`src/rtl/bp_pkg.sv`:
```
// Shared types and constants for the fetch-side branch prediction tracker.
package bp_pkg;

    localparam int          COUNTER_BITS_DEF = 2;
    localparam int          CNT_MAX          = 8;
    localparam logic [31:0] PC_INC           = 32'd4;
    localparam logic [31:0] RESET_PC_DEF     = 32'h0000_0000;

    // The counter field is sized for the widest supported counter and narrowed at the top.
    typedef struct packed {
        logic               valid;
        logic [31:0]        pc;
        logic               pred_taken;
        logic [31:0]        pred_target;
        logic [CNT_MAX-1:0] counter;
        logic               cvalid;
    } bp_entry_t;

    function automatic logic [31:0] pred_next_pc(input bp_entry_t e);
        return e.pred_taken ? e.pred_target : e.pc + PC_INC;
    endfunction

endpackage

```
`src/rtl/bp_entry_pipe.sv`:
```
// Shift pipeline carrying fetch prediction metadata from fetch (entry 0) to execute (tail).
module bp_entry_pipe
    import bp_pkg::*;
#(
    parameter int PIPE_DEPTH = 2
) (
    input  logic      clk,
    input  logic      rst,
    input  logic      stall,
    input  logic      flush,
    input  bp_entry_t entry_in,
    output bp_entry_t tail
);

    bp_entry_t stages [PIPE_DEPTH];

    // On flush the tail retires and every younger entry is wrong-path, so nothing valid survives.
    always_ff @(posedge clk or posedge rst) begin
        if (rst) begin
            for (int i = 0; i < PIPE_DEPTH; i++) stages[i] <= '0;
        end else if (!stall) begin
            if (flush) begin
                for (int i = 0; i < PIPE_DEPTH; i++) stages[i] <= '0;
            end else begin
                stages[0] <= entry_in;
                for (int i = 1; i < PIPE_DEPTH; i++) stages[i] <= stages[i-1];
            end
        end
    end

    assign tail = stages[PIPE_DEPTH-1];

endmodule

```
`src/rtl/branch_pred_tracker.sv`:
```
// Fetch PC owner and prediction checker feeding the BHT/BTB controller update port.
// Optional BRANCH_STATS_EN adds saturating branch and mispredict counters.
module branch_pred_tracker
    import bp_pkg::*;
#(
    parameter int          COUNTER_BITS = COUNTER_BITS_DEF,
    parameter int          PIPE_DEPTH   = 2,
    parameter logic [31:0] RESET_PC     = RESET_PC_DEF
) (
    input  logic                    clk,
    input  logic                    rst,
    input  logic                    stall,
    output logic [31:0]             pc_fetch,
    input  logic                    branch_prediction,
    input  logic [31:0]             pc_target_prediction,
    input  logic [COUNTER_BITS-1:0] current_counter,
    input  logic                    current_valid,
    input  logic                    ex_valid,
    input  logic                    ex_is_branch,
    input  logic                    ex_taken,
    input  logic [31:0]             ex_target,
    output logic [31:0]             pc_fetch_update,
    output logic [31:0]             pc_target_update,
    output logic                    is_branch,
    output logic [COUNTER_BITS-1:0] prev_counter,
    output logic                    prev_valid,
    output logic                    increment_counter,
    output logic                    mispredict,
    output logic [31:0]             redirect_pc,
    output logic                    flush
`ifdef BRANCH_STATS_EN
    ,
    output logic [31:0]             stat_branches,
    output logic [31:0]             stat_mispredicts
`endif
);

    bp_entry_t   fetch_entry;
    bp_entry_t   tail;
    logic        resolve;
    logic [31:0] actual_next;
    logic [31:0] pred_next;

    always_comb begin
        fetch_entry             = '0;
        fetch_entry.valid       = 1'b1;
        fetch_entry.pc          = pc_fetch;
        fetch_entry.pred_taken  = branch_prediction;
        fetch_entry.pred_target = pc_target_prediction;
        fetch_entry.counter     = CNT_MAX'(current_counter);
        fetch_entry.cvalid      = current_valid;
    end

    bp_entry_pipe #(.PIPE_DEPTH(PIPE_DEPTH)) u_pipe (
        .clk      (clk),
        .rst      (rst),
        .stall    (stall),
        .flush    (mispredict),
        .entry_in (fetch_entry),
        .tail     (tail)
    );

    // A predicted-taken non-branch (tag alias) also mismatches and redirects to pc+4.
    always_comb begin
        resolve     = tail.valid & ex_valid & ~stall;
        actual_next = (ex_is_branch & ex_taken) ? ex_target : tail.pc + PC_INC;
        pred_next   = pred_next_pc(tail);
        mispredict  = resolve & (actual_next != pred_next);
    end

    assign redirect_pc = actual_next;
    assign flush       = mispredict;

    always_ff @(posedge clk or posedge rst) begin
        if (rst)                    pc_fetch <= RESET_PC;
        else if (stall)             pc_fetch <= pc_fetch;
        else if (mispredict)        pc_fetch <= redirect_pc;
        else if (branch_prediction) pc_fetch <= pc_target_prediction;
        else                        pc_fetch <= pc_fetch + PC_INC;
    end

    // Payload fields only change on a retiring branch so the controller sees stable values otherwise.
    always_ff @(posedge clk or posedge rst) begin
        if (rst) begin
            is_branch         <= 1'b0;
            pc_fetch_update   <= '0;
            pc_target_update  <= '0;
            prev_counter      <= '0;
            prev_valid        <= 1'b0;
            increment_counter <= 1'b0;
        end else begin
            is_branch <= resolve & ex_is_branch;
            if (resolve & ex_is_branch) begin
                pc_fetch_update   <= tail.pc;
                pc_target_update  <= ex_target;
                prev_counter      <= COUNTER_BITS'(tail.counter);
                prev_valid        <= tail.cvalid;
                increment_counter <= ex_taken;
            end
        end
    end

`ifdef BRANCH_STATS_EN
    always_ff @(posedge clk or posedge rst) begin
        if (rst) begin
            stat_branches    <= '0;
            stat_mispredicts <= '0;
        end else begin
            if (resolve & ex_is_branch && stat_branches != 32'hFFFF_FFFF)
                stat_branches <= stat_branches + 32'd1;
            if (mispredict && stat_mispredicts != 32'hFFFF_FFFF)
                stat_mispredicts <= stat_mispredicts + 32'd1;
        end
    end
`endif

endmodule

```
`config.mk`:
```
export PLATFORM = sky130hd
export DESIGN_NAME = branch_pred_tracker
export DESIGN_NICKNAME = d
export VERILOG_FILES = /design/src/rtl/bp_pkg.sv /design/src/rtl/bp_entry_pipe.sv /design/src/rtl/branch_pred_tracker.sv
export SDC_FILE = /design/constraint.sdc
export NUM_CORES = 1
export LEC_CHECK = 0
export BUFFER_PORTS_ARGS = -buffer_cell sky130_fd_sc_hd__buf_2
export CAP_MARGIN = 20
export CORE_MARGIN = 2
export CORE_UTILIZATION = 62
export CTS_CLUSTER_SIZE = 24
export DETAILED_ROUTE_END_ITERATION = 16
export PLACE_DENSITY = 0.86
export SYNTH_ARGS = -nofsm -noshare
export SYNTH_HDL_FRONTEND = slang
export SYNTH_SLANG_ARGS = --single-unit
```
`constraint.sdc`:
```
create_clock -name clk -period 19.01 [get_ports clk]
set_clock_uncertainty 0.1 [all_clocks]
set_input_delay 2.8515 -clock clk [delete_from_list [all_inputs] [get_ports clk]]
set_output_delay 2.8515 -clock clk [all_outputs]
set_load 0.03 [all_outputs]
```
==> summary.txt, run 1 <==
hold path cells = 2
reg-to-reg slack, setup = 12.97 ns
Leakage = 7.17 nW
Filler cells = 1508
# Post-CTS Setup Buffers = 0
Max Cap Viol = 0
Yosys cell types = 76
status = finished, final reports clean
Worst slew margin = 0.345
critical path type = in2out
CTS HTree Levels = 1
CTS tree = yes
Fmax achieved = 115 MHz
Buffers on Ports = 208
Worst setup SP type = primary input
Residual DRC = 0
DR WL/cell = 22.7 um
Arrival @ worst endpoint = 5.75 ns
power density cells = 121 mW/mm2
worst-path fanout max = 69
Async SR Flop Fraction = 1.00
largest net degree at the start of global routing = 94
root buffer cell = clkbuf_16
Starting Density = 0.631
fin cells = 1770
global-route wire length before repair = 61000 um
Mean Syn Cell Area = 9.94 um2
global placement routability congestion = 0.939
Primary FF master, synth = dfrtp_1
number of global-route vias before repair = 10.3k
crit path capture type = output port
vias after detailed routing = 11.3k
core area = 0.0210 mm2
post-CTS resize count = 0
most common cell after layout, fill and taps aside = dfrtp_1
initial antenna violation count = 0
Syn Inst Count = 1330
die outline area = 0.0225 mm2
Syn Nets = 1406
reg-to-reg endpoint = pc_fetch[23]
peak supply drop = 0.0828 mV
most frequent cells in the layout = dfrtp_1, nor2_1, buf_2
post-layout net count = 1552
Inst Count DP = 1723
WP data required = 16.06 ns
GRT Residual Overflow = 0
setup total negative slack = 0 ns
die width = 150 um
Seq/Total Area, Yosys = 0.452
synth-to-layout area growth = 13.8%
Iter 0 DRT Violations = 1284
min-delay src = pc_fetch_update[1]
row cnt = 53
Global Route Usage Sum = 0.357
R2R Path Start = u_pipe.tail[44]
period utilization = 0.458
synthesized flop and latch total = 239
cts bufs inserted = 26
Final min period = 8.70 ns
clock sink count = 239
sequential cell area = 0.00598 mm2
vias per inst = 6.41
WHS Endpoint = pc_fetch_update[1]
CTS clock-pin slew for the worst setup and hold paths = 0.06 ns
Vert. Die Dim = 150 um
HP Class = reg2reg
Post-synth EDFFs = 0
Setup Viol. Count Final = 0
Final Hold Fails = 0
cell area after synthesis = 0.0132 mm2
IO Count = 209
CTS Buffer Depth = 3
Worst-Margin Slew = 0.983 ns
DP HPWL = 29000 um
Yosys warnings = 0
area of the multi-input gates = 0.00663 mm2
fraction of layout cells with a size suffix above 1 = 0.224
CTS Hold Buffers Added = 0
R2R cell count = 14
Post-DRT Antenna Nets = 0
final-report max-slew violation count = 0
total routed wirelength = 40200 um
Pre-Repair DR Iteration Count = 6
Skew-Pair Late Insertion Delay = 0.55 ns
RSZ-0062 raised after global routing = no
## power breakdown
| group | total (mW) | internal (mW) | switching, mW |
|---|---|---|---|
| clock network | 0.494 | 0.295 | 0.200 |
| logic | 0.585 | 0.212 | 0.374 |
| registers | 0.746 | 0.619 | 0.127 |
| total | 1.83 | 1.13 | 0.701 |
## Yosys cell counts, types with 11 or more instances
library cell  instances  area share
a211oi_1             21       0.012
a21oi_1              70       0.026
a221o_1              21       0.016
a31oi_1              12      0.0057
and3_1               18      0.0085
buf_2                17      0.0064
buf_6                13       0.011
clkbuf_1             60       0.017
dfrtp_1             239        0.45
inv_1                24      0.0068
mux2_2               58       0.049
mux2i_1             134        0.10
nand2_1              63       0.018
nand3_1              30       0.011
nand4_1              22       0.010
nor2_1              210       0.060
nor3_1               34       0.013
nor4_1               11      0.0052
o21ai_0              33       0.012
or3_1                12      0.0057
xnor2_1              49       0.032
xor2_1               31       0.021
## worst max-delay path: stages
cell      delay, ns
buf_2          0.18
nand2_2        0.05
buf_4          0.34
and2_1         0.28
a221oi_1       0.44
a31o_2         0.22
o211ai_1       0.07
o41ai_1        0.56
and4b_1        0.32
a31oi_4        0.15
buf_2          0.23
## logic make-up (layout without fill, tap and decap cells)
kind of cell | Yosys count | count (layout) | synth area share
xor gates and xnor gates | 88 | 88 | 0.0666
DFF | 239 | 239 | 0.452
muxes | 192 | 192 | 0.151
other | 0 | 1 | 0
adders and majority gates | 2 | 2 | 0.00189
AOI/OAI and AO/OA | 233 | 233 | 0.121
buffers and inverters | 127 | 291 | 0.0465
and+or+nand+nor | 449 | 449 | 0.161
## per-stage QoR
step | total power, mW | setup slack, ns | hold slack [ns] | util | instance area [um2]
global route | 1.91 | 10.19 | 0.410 | 0.718 | 15100
CTS | 1.82 | 10.37 | 0.395 | 0.718 | 15100
floorplan | 1.13 | 9.50 | 0.351 | - | 13200
finish | 1.83 | 10.31 | 0.385 | 0.718 | 15100
detailed placement | 1.33 | 10.38 | 0.383 | 0.678 | 14200
global placement | 1.31 | 10.46 | 0.361 | 0.678 | 14200
## sequential cells by signal, indices dropped and copies added, names as in the netlist
register / count
is_branch: 1
prev_valid: 1
prev_counter: 2
pc_fetch_update: 32
u_pipe.tail: 69
pc_target_update: 32
u_pipe.stages: 69
pc_fetch: 32
increment_counter: 1
## routing by layer
layer	up-vias	routed length [um]	track usage	part of all wire
li1	5060	-	-	-
met1	5544	17400	0.548	0.43
met2	655	17600	0.523	0.44
met3	79	4210	0.0674	0.10
met4	0	1030	0.0873	0.026
met5	-	0	0	0
## cell type report
type / instances / share of cell area
multi-input combinational: 964 / 0.441
tap: 275 / 0.0229
timing repair buffer: 220 / 0.0757
clock buffer: 42 / 0.0519
antenna: 1 / 0.000166
clock inverter: 4 / 0.00490
inverter: 25 / 0.00673
sequential: 239 / 0.397
## how the worst max path moves through the flow
stage | cells past startpoint | slack, ns | end | start
finish | 11 | 10.31 | mispredict | ex_taken
global route | 11 | 10.19 | flush | ex_taken
CTS | 11 | 10.37 | mispredict | ex_is_branch
detailed placement | 11 | 10.38 | mispredict | ex_is_branch
global placement | 11 | 10.46 | flush | ex_is_branch
floorplan | 1 | 9.50 | increment_counter | rst
No activity file was read; power rests on OpenSTA's default activity.
==> inputs of run 2 (changes only) <==
CORE_UTILIZATION = 58   (was 62)
PLACE_DENSITY = 0.81   (was 0.86)
clock period = 8.9 ns   (was 19.01 ns; I/O delays follow)
==> summary.txt, run 2 (same netlist as run 1, synthesis figures left out) <==
max incr delay on CP = 0.51 ns (was 0.56 ns)
# Post-CTS Setup Buffers = 0 (unchanged)
number of global-route vias before repair = 10.3k (about the same)
die outline area = 0.0240 mm2 (was 0.0225 mm2)
post-layout net count = 1552 (unchanged)
global-route wire length before repair = 60700 um (was 61000 um)
clock sink count = 239 (unchanged)
Iter 0 DRT Violations = 1152 (was 1284)
period utilization = 0.683
Worst setup SP type = primary input (unchanged)
hold path cells = 2 (unchanged)
ANT cells = 0 (was 1)
WHS Endpoint = pc_fetch_update[23] (was pc_fetch_update[1])
IO Count = 209 (unchanged)
core area = 0.0225 mm2 (was 0.0210 mm2)
R2R Path Start = u_pipe.tail[44] (unchanged)
WP data required = 7.47 ns (was 16.06 ns)
M1 GR Usage = 0.506 (was 0.548)
CTS Buffer Depth = 3 (unchanged)
Starting Density = 0.588 (was 0.631)
Slowest cell on crit path = nand2_2 (was o41ai_1)
post-CTS resize count = 0 (unchanged)
HP Class = reg2reg (unchanged)
most frequent cells in the layout = dfrtp_1, nor2_1, buf_2 (unchanged)
GRT Residual Overflow = 0 (unchanged)
row cnt = 55 (was 53)
fraction of layout cells with a size suffix above 1 = 0.228 (was 0.224)
Buffers on Ports = 208 (unchanged)
CTS tree = yes (unchanged)
GR Util met3 = 0.0468 (was 0.0674)
worst-path fanout max = 46 (was 69)
vias per inst = 6.27 (was 6.41)
largest net degree at the start of global routing = 93 (was 94)
Leakage = 7.19 nW (was 7.17 nW)
vias after detailed routing = 11.1k (was 11.3k)
Pre-Repair DR Iteration Count = 6 (unchanged)
DR WL/cell = 22.4 um (was 22.7 um)
fin util = 0.671 (was 0.718)
status = finished, final reports clean (unchanged)
crit path capture type = output port (unchanged)
CTS Hold Buffers Added = 0 (unchanged)
Fmax achieved = 165 MHz
Vert. Die Dim = 155 um (was 150 um)
reg-to-reg endpoint = pc_fetch[25] (was pc_fetch[23])
worst-path cell chain = buf_2, nand2_2, buf_4, and2_1, a221oi_1, a31o_2, o211ai_1, o41ai_1, and4b_1, a31oi_4, buf_2 (unchanged)
CTS clock-pin slew for the worst setup and hold paths = 0.06 ns (about the same)
Residual DRC = 0 (unchanged)
global placement routability congestion = 0.962 (was 0.939)
Skew-Pair Late Insertion Delay = 0.53 ns (was 0.55 ns)
initial antenna violation count = 0 (unchanged)
power density cells = 262 mW/mm2 (was 121 mW/mm2)
synth-to-layout area growth = 14.2% (was 13.8%)
final-report max-slew violation count = 0 (unchanged)
Final Hold Fails = 0 (unchanged)
placed instance area = 0.0142 mm2 (about the same)
RSZ-0062 raised after global routing = no (unchanged)
reg-to-reg slack, setup = 3.88 ns (was 12.97 ns)
Setup Viol. Count Final = 0 (unchanged)
critical path type = in2out (unchanged)
Arrival @ worst endpoint = 4.64 ns (was 5.75 ns)
crit-path most repeated cell = buf_2 (unchanged)
peak supply drop = 0.188 mV (was 0.0828 mV)
Global Route Usage Sum = 0.327 (was 0.357)
fin area = 0.0151 mm2 (about the same)
total power = 3.96 mW (was 1.83 mW)
CTS HTree Levels = 1 (unchanged)
setup total negative slack = 0 ns (unchanged)
routing usage on met2 = 0.492 (was 0.523)
Inst Count DP = 1733 (was 1723)
Post-DRT Antenna Nets = 0 (unchanged)
dpl ws = 2.83 ns (was 10.38 ns)
Max Cap Viol = 0 (unchanged)
root buffer cell = clkbuf_16 (unchanged)
Final min period = 6.08 ns
R2R cell count = 12 (was 14)
worst setup margin = 2.82 ns (was 10.31 ns)
busiest grt layer = met1 (unchanged)
Worst slew margin = 0.333 (was 0.345)
Worst-Margin Slew = 1.00 ns (was 0.983 ns)
min-delay src = pc_fetch_update[23] (was pc_fetch_update[1])
DP HPWL = 28900 um (was 29000 um)
most common cell after layout, fill and taps aside = dfrtp_1 (unchanged)
hold_ws = 0.376 ns (was 0.385 ns)
fin cells = 1778 (was 1770)
total routed wirelength = 39900 um (was 40200 um)
die width = 155 um (was 150 um)
cts bufs inserted = 26 (unchanged)
-- run 2: changes by cell type in the layout (fill, tap and decap cells not counted) --
| cell | previous run | this run |
|---|---|---|
| clkbuf_1 | 9 | 2 |
| clkinv_2 | 1 | 4 |
| clkinvlp_4 | 0 | 3 |
| bufinv_16 | 1 | 3 |
| clkbuf_8 | 8 | 6 |
| clkbuf_16 | 26 | 27 |
| clkinv_16 | 1 | 0 |
| diode_2 | 1 | 0 |
| inv_6 | 1 | 0 |
| inv_8 | 1 | 2 |
-- run 2: layout make-up --
class	instances	area [um2]
sequential	239	5980
clock buffer	34	752
multi-input combinational	964	6630
fill	1804	7400
clock inverter	11	144
timing repair buffer	220	1140
inverter	25	101
tap	285	357
-- run 2: routing by layer --
metal  part of all wire  up-vias
li1                   -     5052
met1               0.45     5557
met2               0.44      493
met3              0.091       46
met4              0.018        0
met5                  0        -
-- run 2: critical path: cells and delay by family --
| kind | cells | cell delay [ns] |
|---|---|---|
| buf+inv | 3 | 0.87 |
| compound gates | 5 | 1.38 |
| simple gates | 3 | 1.02 |
-- run 2: how the worst max path moves through the flow --
stage | startpoint | to | depth (start not counted)
after floorplan | rst | increment_counter | 1
after global placement | ex_taken | flush | 11
after detailed placement | ex_taken | mispredict | 11
after CTS | ex_taken | mispredict | 11
after global routing | ex_taken | flush | 11
final | ex_taken | mispredict | 11
-- run 2: report_power, final --
group / switching [mW] / total [mW] / internal (mW)
clock: 0.436 / 1.12 / 0.680
combinational: 0.794 / 1.25 / 0.452
sequential: 0.272 / 1.59 / 1.32
